[src/rtl/core_pkg.sv]
// core_pkg: shared widths, reset PC, bubble word and fetch FSM states for the core
package core_pkg;
  localparam int ADDR_WIDTH = 32;
  localparam int INSTR_WIDTH = 32;
  localparam int COUNT_WIDTH = 16;
  localparam logic [ADDR_WIDTH-1:0] RESET_PC = '0;
  localparam logic [INSTR_WIDTH-1:0] BUBBLE = '0;
  typedef enum logic [1:0] {BOOT, RUN, HALT} fetch_state_t;
endpackage

[src/rtl/if_id_register.sv]
// if_id_register: IF/ID pipeline register with load, flush and hold
// Ports: clock, reset_n (async active-low); load captures pc_in/instr_in and sets valid;
// flush clears valid and writes a bubble (pc held); neither asserted holds everything.
module if_id_register
  import core_pkg::*;
#(
  parameter int AW = core_pkg::ADDR_WIDTH,
  parameter int IW = core_pkg::INSTR_WIDTH
) (
  input  logic          clock,
  input  logic          reset_n,
  input  logic          load,
  input  logic          flush,
  input  logic [AW-1:0] pc_in,
  input  logic [IW-1:0] instr_in,
  output logic [AW-1:0] pc,
  output logic [IW-1:0] instruction,
  output logic          valid
);
  always_ff @(posedge clock or negedge reset_n) begin
    if (!reset_n) begin
      pc <= '0;
      instruction <= '0;
      valid <= 1'b0;
    end else if (flush) begin
      instruction <= IW'(BUBBLE);
      valid <= 1'b0;
    end else if (load) begin
      pc <= pc_in;
      instruction <= instr_in;
      valid <= 1'b1;
    end
  end
endmodule

[src/rtl/fetch_stage.sv]
// fetch_stage: instruction fetch with PC, freeze, branch redirect/flush and self-loop halt
// Ports: clock, reset_n (async active-low); freeze holds PC and IF/ID; branch_taken/branch_address
// redirect and flush; imem_instruction is the word at imem_address (registered PC);
// if_id_* is the IF/ID register; halted flags a detected B #-1; fetch_count/flush_count saturate.
module fetch_stage #(
  parameter int ADDR_WIDTH = core_pkg::ADDR_WIDTH,
  parameter int INSTR_WIDTH = core_pkg::INSTR_WIDTH,
  parameter logic [ADDR_WIDTH-1:0] RESET_PC = ADDR_WIDTH'(core_pkg::RESET_PC),
  parameter int COUNT_WIDTH = core_pkg::COUNT_WIDTH
) (
  input  logic                   clock,
  input  logic                   reset_n,
  input  logic                   freeze,
  input  logic                   branch_taken,
  input  logic [ADDR_WIDTH-1:0]  branch_address,
  input  logic [INSTR_WIDTH-1:0] imem_instruction,
  output logic [ADDR_WIDTH-1:0]  imem_address,
  output logic [ADDR_WIDTH-1:0]  if_id_pc,
  output logic [INSTR_WIDTH-1:0] if_id_instruction,
  output logic                   if_id_valid,
  output logic                   halted,
  output logic [COUNT_WIDTH-1:0] fetch_count,
  output logic [COUNT_WIDTH-1:0] flush_count
);
  import core_pkg::*;
  fetch_state_t state;
  logic redirect, advance, self_loop, last_self;
  logic [ADDR_WIDTH-1:0] last_target;
  always_comb begin
    redirect = state == RUN && branch_taken;
    advance = state == RUN && !branch_taken && !freeze;
    // branch sits in EX while IF/ID holds the slot two words past it
    self_loop = branch_address == if_id_pc - ADDR_WIDTH'(2);
  end
  always_ff @(posedge clock or negedge reset_n) begin
    if (!reset_n) begin
      state <= BOOT;
      imem_address <= RESET_PC;
      halted <= 1'b0;
      fetch_count <= '0;
      flush_count <= '0;
      last_self <= 1'b0;
      last_target <= '0;
    end else begin
      if (state == BOOT) state <= RUN;
      if (redirect) begin
        imem_address <= branch_address;
        if (~&flush_count) flush_count <= flush_count + 1'b1;
        last_self <= self_loop;
        last_target <= branch_address;
        // two back-to-back self-loop redirects to one address mean B #-1 is spinning
        if (self_loop && last_self && branch_address == last_target) begin
          state <= HALT;
          halted <= 1'b1;
        end
      end else if (advance) begin
        imem_address <= imem_address + 1'b1;
        if (~&fetch_count) fetch_count <= fetch_count + 1'b1;
      end
    end
  end
  if_id_register #(.AW(ADDR_WIDTH), .IW(INSTR_WIDTH)) u_if_id (
    .clock(clock),
    .reset_n(reset_n),
    .load(advance),
    .flush(redirect),
    .pc_in(imem_address + 1'b1),
    .instr_in(imem_instruction),
    .pc(if_id_pc),
    .instruction(if_id_instruction),
    .valid(if_id_valid)
  );
endmodule

[config.mk]
export PLATFORM = sky130hd
export DESIGN_NAME = fetch_stage
export DESIGN_NICKNAME = d
export VERILOG_FILES = /design/src/rtl/core_pkg.sv /design/src/rtl/if_id_register.sv /design/src/rtl/fetch_stage.sv
export SDC_FILE = /design/constraint.sdc
export NUM_CORES = 1
export LEC_CHECK = 0
export CORE_MARGIN = 8
export CORE_UTILIZATION = 55
export CTS_CLUSTER_SIZE = 28
export DETAILED_ROUTE_END_ITERATION = 6
export PLACE_DENSITY = 0.91
export SETUP_SLACK_MARGIN = 0.4
export SLEW_MARGIN = 0
export SYNTH_ARGS = -nofsm -noshare
export SYNTH_HDL_FRONTEND = slang
export SYNTH_HIERARCHICAL = 1
export SYNTH_SLANG_ARGS = --single-unit
[constraint.sdc]
create_clock -name clock -period 8.1 [get_ports clock]
set_input_delay 2.025 -clock clock [delete_from_list [all_inputs] [get_ports clock]]
set_output_delay 2.025 -clock clock [all_outputs]
set_load 0.01 [all_outputs]
== Word level (Yosys, flattened, before mapping) ==
Cells that the tools add are included.
Word-level totals
  register bits: 165
  output and inout bits: 130
  bits of input ports: 68
  logic and storage cells: 44
Cells by class
  bitwise gates (word level): 3
  muxes and demuxes: 9
  reduce and logical (&&, ||, !) cells: 15
  add/subtract/negate cells: 4
  equality and inequality tests: 3
Operator list (count)
  $mux 32: 4
  $eq 32x32->1: 2
  $add 16x1->16 const B: 2
  $add 32x1->32 const B: 1
  $reduce_and 16->1: 2
  $sub 32x2->32 const B: 1
  $mux 2: 3
  $reduce_and 2->1: 3
  $logic_and 1x1->1: 5
  $not 1->1: 3
  $reduce_and 3->1: 1
  $eq 2x1->1 const B: 1
  $logic_not 1->1: 2
  $logic_not 2->1: 1
  $mux 1: 2
  $reduce_bool 2->1: 1

== Longest topological paths before layout ==
  word-level depth: 6
  depth in mapped cells: 11
  depth with buffers taken out: 9

== Hierarchy ==
Netlist, hierarchy kept.
By module, submodules not included
  fetch_stage: cells each 684, times used 1, area an instance 6192.2 µm², seq. area each 2502.4 µm²
  if_id_register: cells each 176, times used 1, area an instance 2648.8 µm², seq. area each 1626.6 µm²

== Worst setup path after synthesis ==
OpenSTA, ideal clock, no wires.
  kind: input to register
  start point: in branch_address[20]
  end point: reg last_self
  stages on the path: 7
  data required time: 8.008 ns
  setup slack: 3.700 ns
  buffers on the path: 0
  data arrival time: 4.309 ns
  library setup time: 0.092 ns
  cell sequence: xor2_1 -> or4b_4 -> a2111oi_4 -> a31oi_1 -> or4_1 -> or4_4 -> o31ai_2
Between the ends
  word-level cells in the longest chain between the ends: 1
Ends and longest elaborated chain
  from (decl): line fetch_stage.sv:15  | input logic [ADDR_WIDTH-1:0] branch_address,
  $eq 32x32->1: line fetch_stage.sv:33  | self_loop = branch_address == if_id_pc - ADDR_WIDTH'(2);
  to (signal assigned): line fetch_stage.sv:49  | last_self <= self_loop;
  to (decl): line fetch_stage.sv:27  | logic redirect, advance, self_loop, last_self;
Every way passes these cells.
A chain may end at the register's enable or synchronous reset.

== Worst setup path in the final report ==
  start point: in branch_taken
  end point: reg u_if_id.pc[10]
Between the ends
  word-level cells in the longest chain between the ends: 4
  elaborated cells on any way between the ends: 6
  those cells by class: bitwise: 1; reduce/logical: 5
Ends and longest elaborated chain
  from (decl): line fetch_stage.sv:14  | input logic branch_taken,
  $logic_not 1->1: line fetch_stage.sv:31  | advance = state == RUN && !branch_taken && !freeze;
  $logic_and 1x1->1 (2 in series): line fetch_stage.sv:31
  $reduce_and 2->1 (no line) (*)
  to (signal assigned): line if_id_register.sv:29  | pc <= pc_in;
  to (decl): line if_id_register.sv:16  | output logic [AW-1:0] pc,
Mark *: on every way between the ends. The rest lies on a longest branch, timed or not.

==> qor.yml <==
run_status:
  status: "finished clean"
yosys:
  ys_warn_count: 6
  async_flop_share_pct: 100
  yosysTopAreaCell: "dfrtp_1"
  syn-mean-instance-area_sq_um: 10.3
  synth_top_area_share_pct: 46.7
  syn-cell-area_sq_mm: 0.00884
  ys_ff_latch: 165
  synth_cells: 860
  syn_nets: 932
  synth_edf_count: 0
  synth_ff_type: "dfrtp_1"
  ys_types: 65
  synthTopCellsByArea: "dfrtp_1 (47%), xnor2_1 (8.0%), nand2_1 (5.9%)"
  ys_seq_area_share_pct: 46.7
global_route:
  grt_antenna_before_repair: 0
  gr-total-overflow: 0
  grt_pass1_wl_um: 40200
  grt_pass1_vias: 7646
  grt_max_degree: 92
  grt_usage_pct: 25.2
worst_setup_path:
  crit_path_end_kind: "flop"
  r2r-end: "last_self$_DFFE_PN0P_"
  reg2regPathDepth: 9
  cp_max_fo: 25
  cp.required_ps: 8400
  reg2reg_from: "u_if_id/pc[1]$_DFFE_PN0P_"
  crit_type: "in2reg"
  r2r_slack_ps: 4420
  crit_path_start_kind: "input port"
  crit_arrival_ps: 5050
floorplanning:
  die_y_um: 143
  fp.dieW_um: 143
  pin_count: 198
  core_area_sq_mm: 0.0158
  die_area_sq_mm: 0.0204
  num_rows: 46
  initial_core_util_pct: 55.9
placed_design:
  io_buffers: 197
  dp_hpwl_um: 18400
  dpl.cell_count: 1250
  finalWeightedCongestion: 0.935
  place_area_sq_mm: 0.0110
finish:
  fin_nets: 1125
  drive_above_1_share_pct: 8.17
  n_fill_cell: 1093
  final_cells: 1281
  antenna_cells: 0
  stdcell_area_sq_mm: 0.0116
  syn_to_final_growth_pct: 31.1
power:
  vdd_ir_drop_max_mv: 0.178
  p_per_area_mw_per_mm2: 233
  total_power_w: 0.00270
  power.leakage_nw: 5.03
timing:
  finClkSkew_ps: 9.45
  fin_tns_setup_ps: 0
  clock.fmax_ghz: 0.211
  slew_headroom_pct: 29.2
  setup_viol: 0
  holdWs_ps: 494
  timing.final.hold_violations: 0
  slew_viol_final: 0
  worst_slew_pin_slew_ps: 1050
  rsz0062_at_grt: "no"
  post-route-min-period_ps: 4740
  finalCritPeriodShare_pct: 58.6
detailed_routing:
  vias_per_cell: 5.78
  num_vias: 7409
  ant_nets: 0
  wl_per_cell_um: 20.0
  wl_um: 25600
  drt_pass1_iterations: 5
  drc_errors: 0
  drt-initial-drc-count: 631
clock_tree:
  cts_inserted_buffers: 17
  holdBufCountCts: 0
  clkTransAtPathRegs_ps: 60
  clock_latency_ps: 420
  cts.path.max_buffers: 2
  post-cts-setup-buffer-count: 0
  cts-root-buf: "clkbuf_16"
  cts_tree: "built"
  cts_num_sinks: 165
  cts.repair.resized: 0
  htree_levels: 4
job:
  cap_violations: 0
worst_hold_path:
  hold_depth: 2
  min_from: "last_target[0]$_DFFE_PN0P_"
  hp-class: "reg2reg"
  worstHoldEndpoint: "last_target[0]$_DFFE_PN0P_"
## layout make-up
| cell class | count | area, sq um | share of cell area [%] |
|---|---|---|---|
| Inverter | 17 | 63.8 | 0.551 |
| Clock inverter | 7 | 120 | 1.04 |
| Multi-Input combinational cell | 649 | 4500 | 38.8 |
| Sequential cell | 165 | 4130 | 35.6 |
| Clock buffer | 24 | 492 | 4.24 |
| Tap cell | 216 | 270 | 2.33 |
| Timing Repair Buffer | 203 | 2020 | 17.4 |
## logic make-up (layout without fill, tap and decap cells)
logic type	count (synthesis)	count (layout)	share of synthesized area, %
compound gates	93	93	7.97
xor+xnor	136	136	13.5
fa+ha+maj	4	4	0.566
buf+inv	46	251	2.43
flops	165	165	46.7
mux	65	65	9.10
simple gates	351	351	19.8
## synthesized netlist by cell type, types with 7 or more instances
library cell and number:
nand3_1 32, xor2_1 55, nor3_1 12, nand2_1 139, nand4_1 19, o21ai_0 18
nor2_1 61, nor4_1 16, a21oi_1 11, and3_1 21, mux2_4 30, inv_1 16
or4_1 7, dfrtp_1 165, xnor2_1 81, mux2i_1 32, o311ai_0 8, clkbuf_1 17
## placed cells by master, fill, tap and decap left out, types with 12 or more instances in the layout
master and instances:
nand3_1 32, nor2_1 61, o21ai_0 18, mux2i_1 32, and3_1 21, xor2_1 55, xnor2_1 81, nand4_1 19
mux2_4 30, nor4_1 16, clkdlybuf4s50_1 196, inv_1 15, nor3_1 12, dfrtp_1 165, clkbuf_16 17, nand2_1 139
## registers in the layout, summed over array words and instances (netlist names), 2 cells and up
name,cells
imem_address,32
last_target,32
u_if_id/instruction,32
u_if_id/pc,32
fetch_count,16
flush_count,16
state,2
## where the power goes
group | internal [W] | leakage, nW | switching [W] | total (W)
Clock | 0.000517 | 0.296 | 0.000323 | 0.000840
Sequential | 0.000935 | 2.09 | 0.000182 | 0.00112
Combinational | 0.000410 | 2.65 | 0.000330 | 0.000740
## per-layer routing
metal / up-vias / wire [um] / track usage (%)
met5: - / 0 / 0
met2: 372 / 12200 / 41.4
li1: 3409 / - / -
met4: 0 / 901 / 11.4
met1: 3561 / 10000 / 29.7
met3: 67 / 2510 / 7.81
## critical path, cell delays in order
cell	delay (ps)
clkdlybuf4s50_1	550
or3_1	860
inv_2	190
nor2b_4	620
buf_4	450
mux2_4	330
## stage by stage
stage,worst slack (ps),utilization (%)
4_1_cts,3400,73.2
5_1_grt,3290,73.2
3_3_place_gp,3020,69.4
6_report,3360,73.2
2_1_floorplan,3700,-
3_5_place_dp,2990,69.4
## how the worst max path moves through the flow
| stage | slack, ps | cells past startpoint | start | to |
|---|---|---|---|---|
| floorplan | 3700 | 7 | branch_address[20] | last_self$_DFFE_PN0P_ |
| global placement | 3020 | 8 | branch_address[20] | last_self$_DFFE_PN0P_ |
| detailed placement | 2990 | 6 | branch_taken | u_if_id/pc[23]$_DFFE_PN0P_ |
| CTS | 3400 | 6 | branch_taken | u_if_id/pc[10]$_DFFE_PN0P_ |
| global route | 3290 | 8 | branch_address[20] | last_self$_DFFE_PN0P_ |
| finish | 3360 | 6 | branch_taken | u_if_id/pc[10]$_DFFE_PN0P_ |
(Power assumes the default switching activity.)
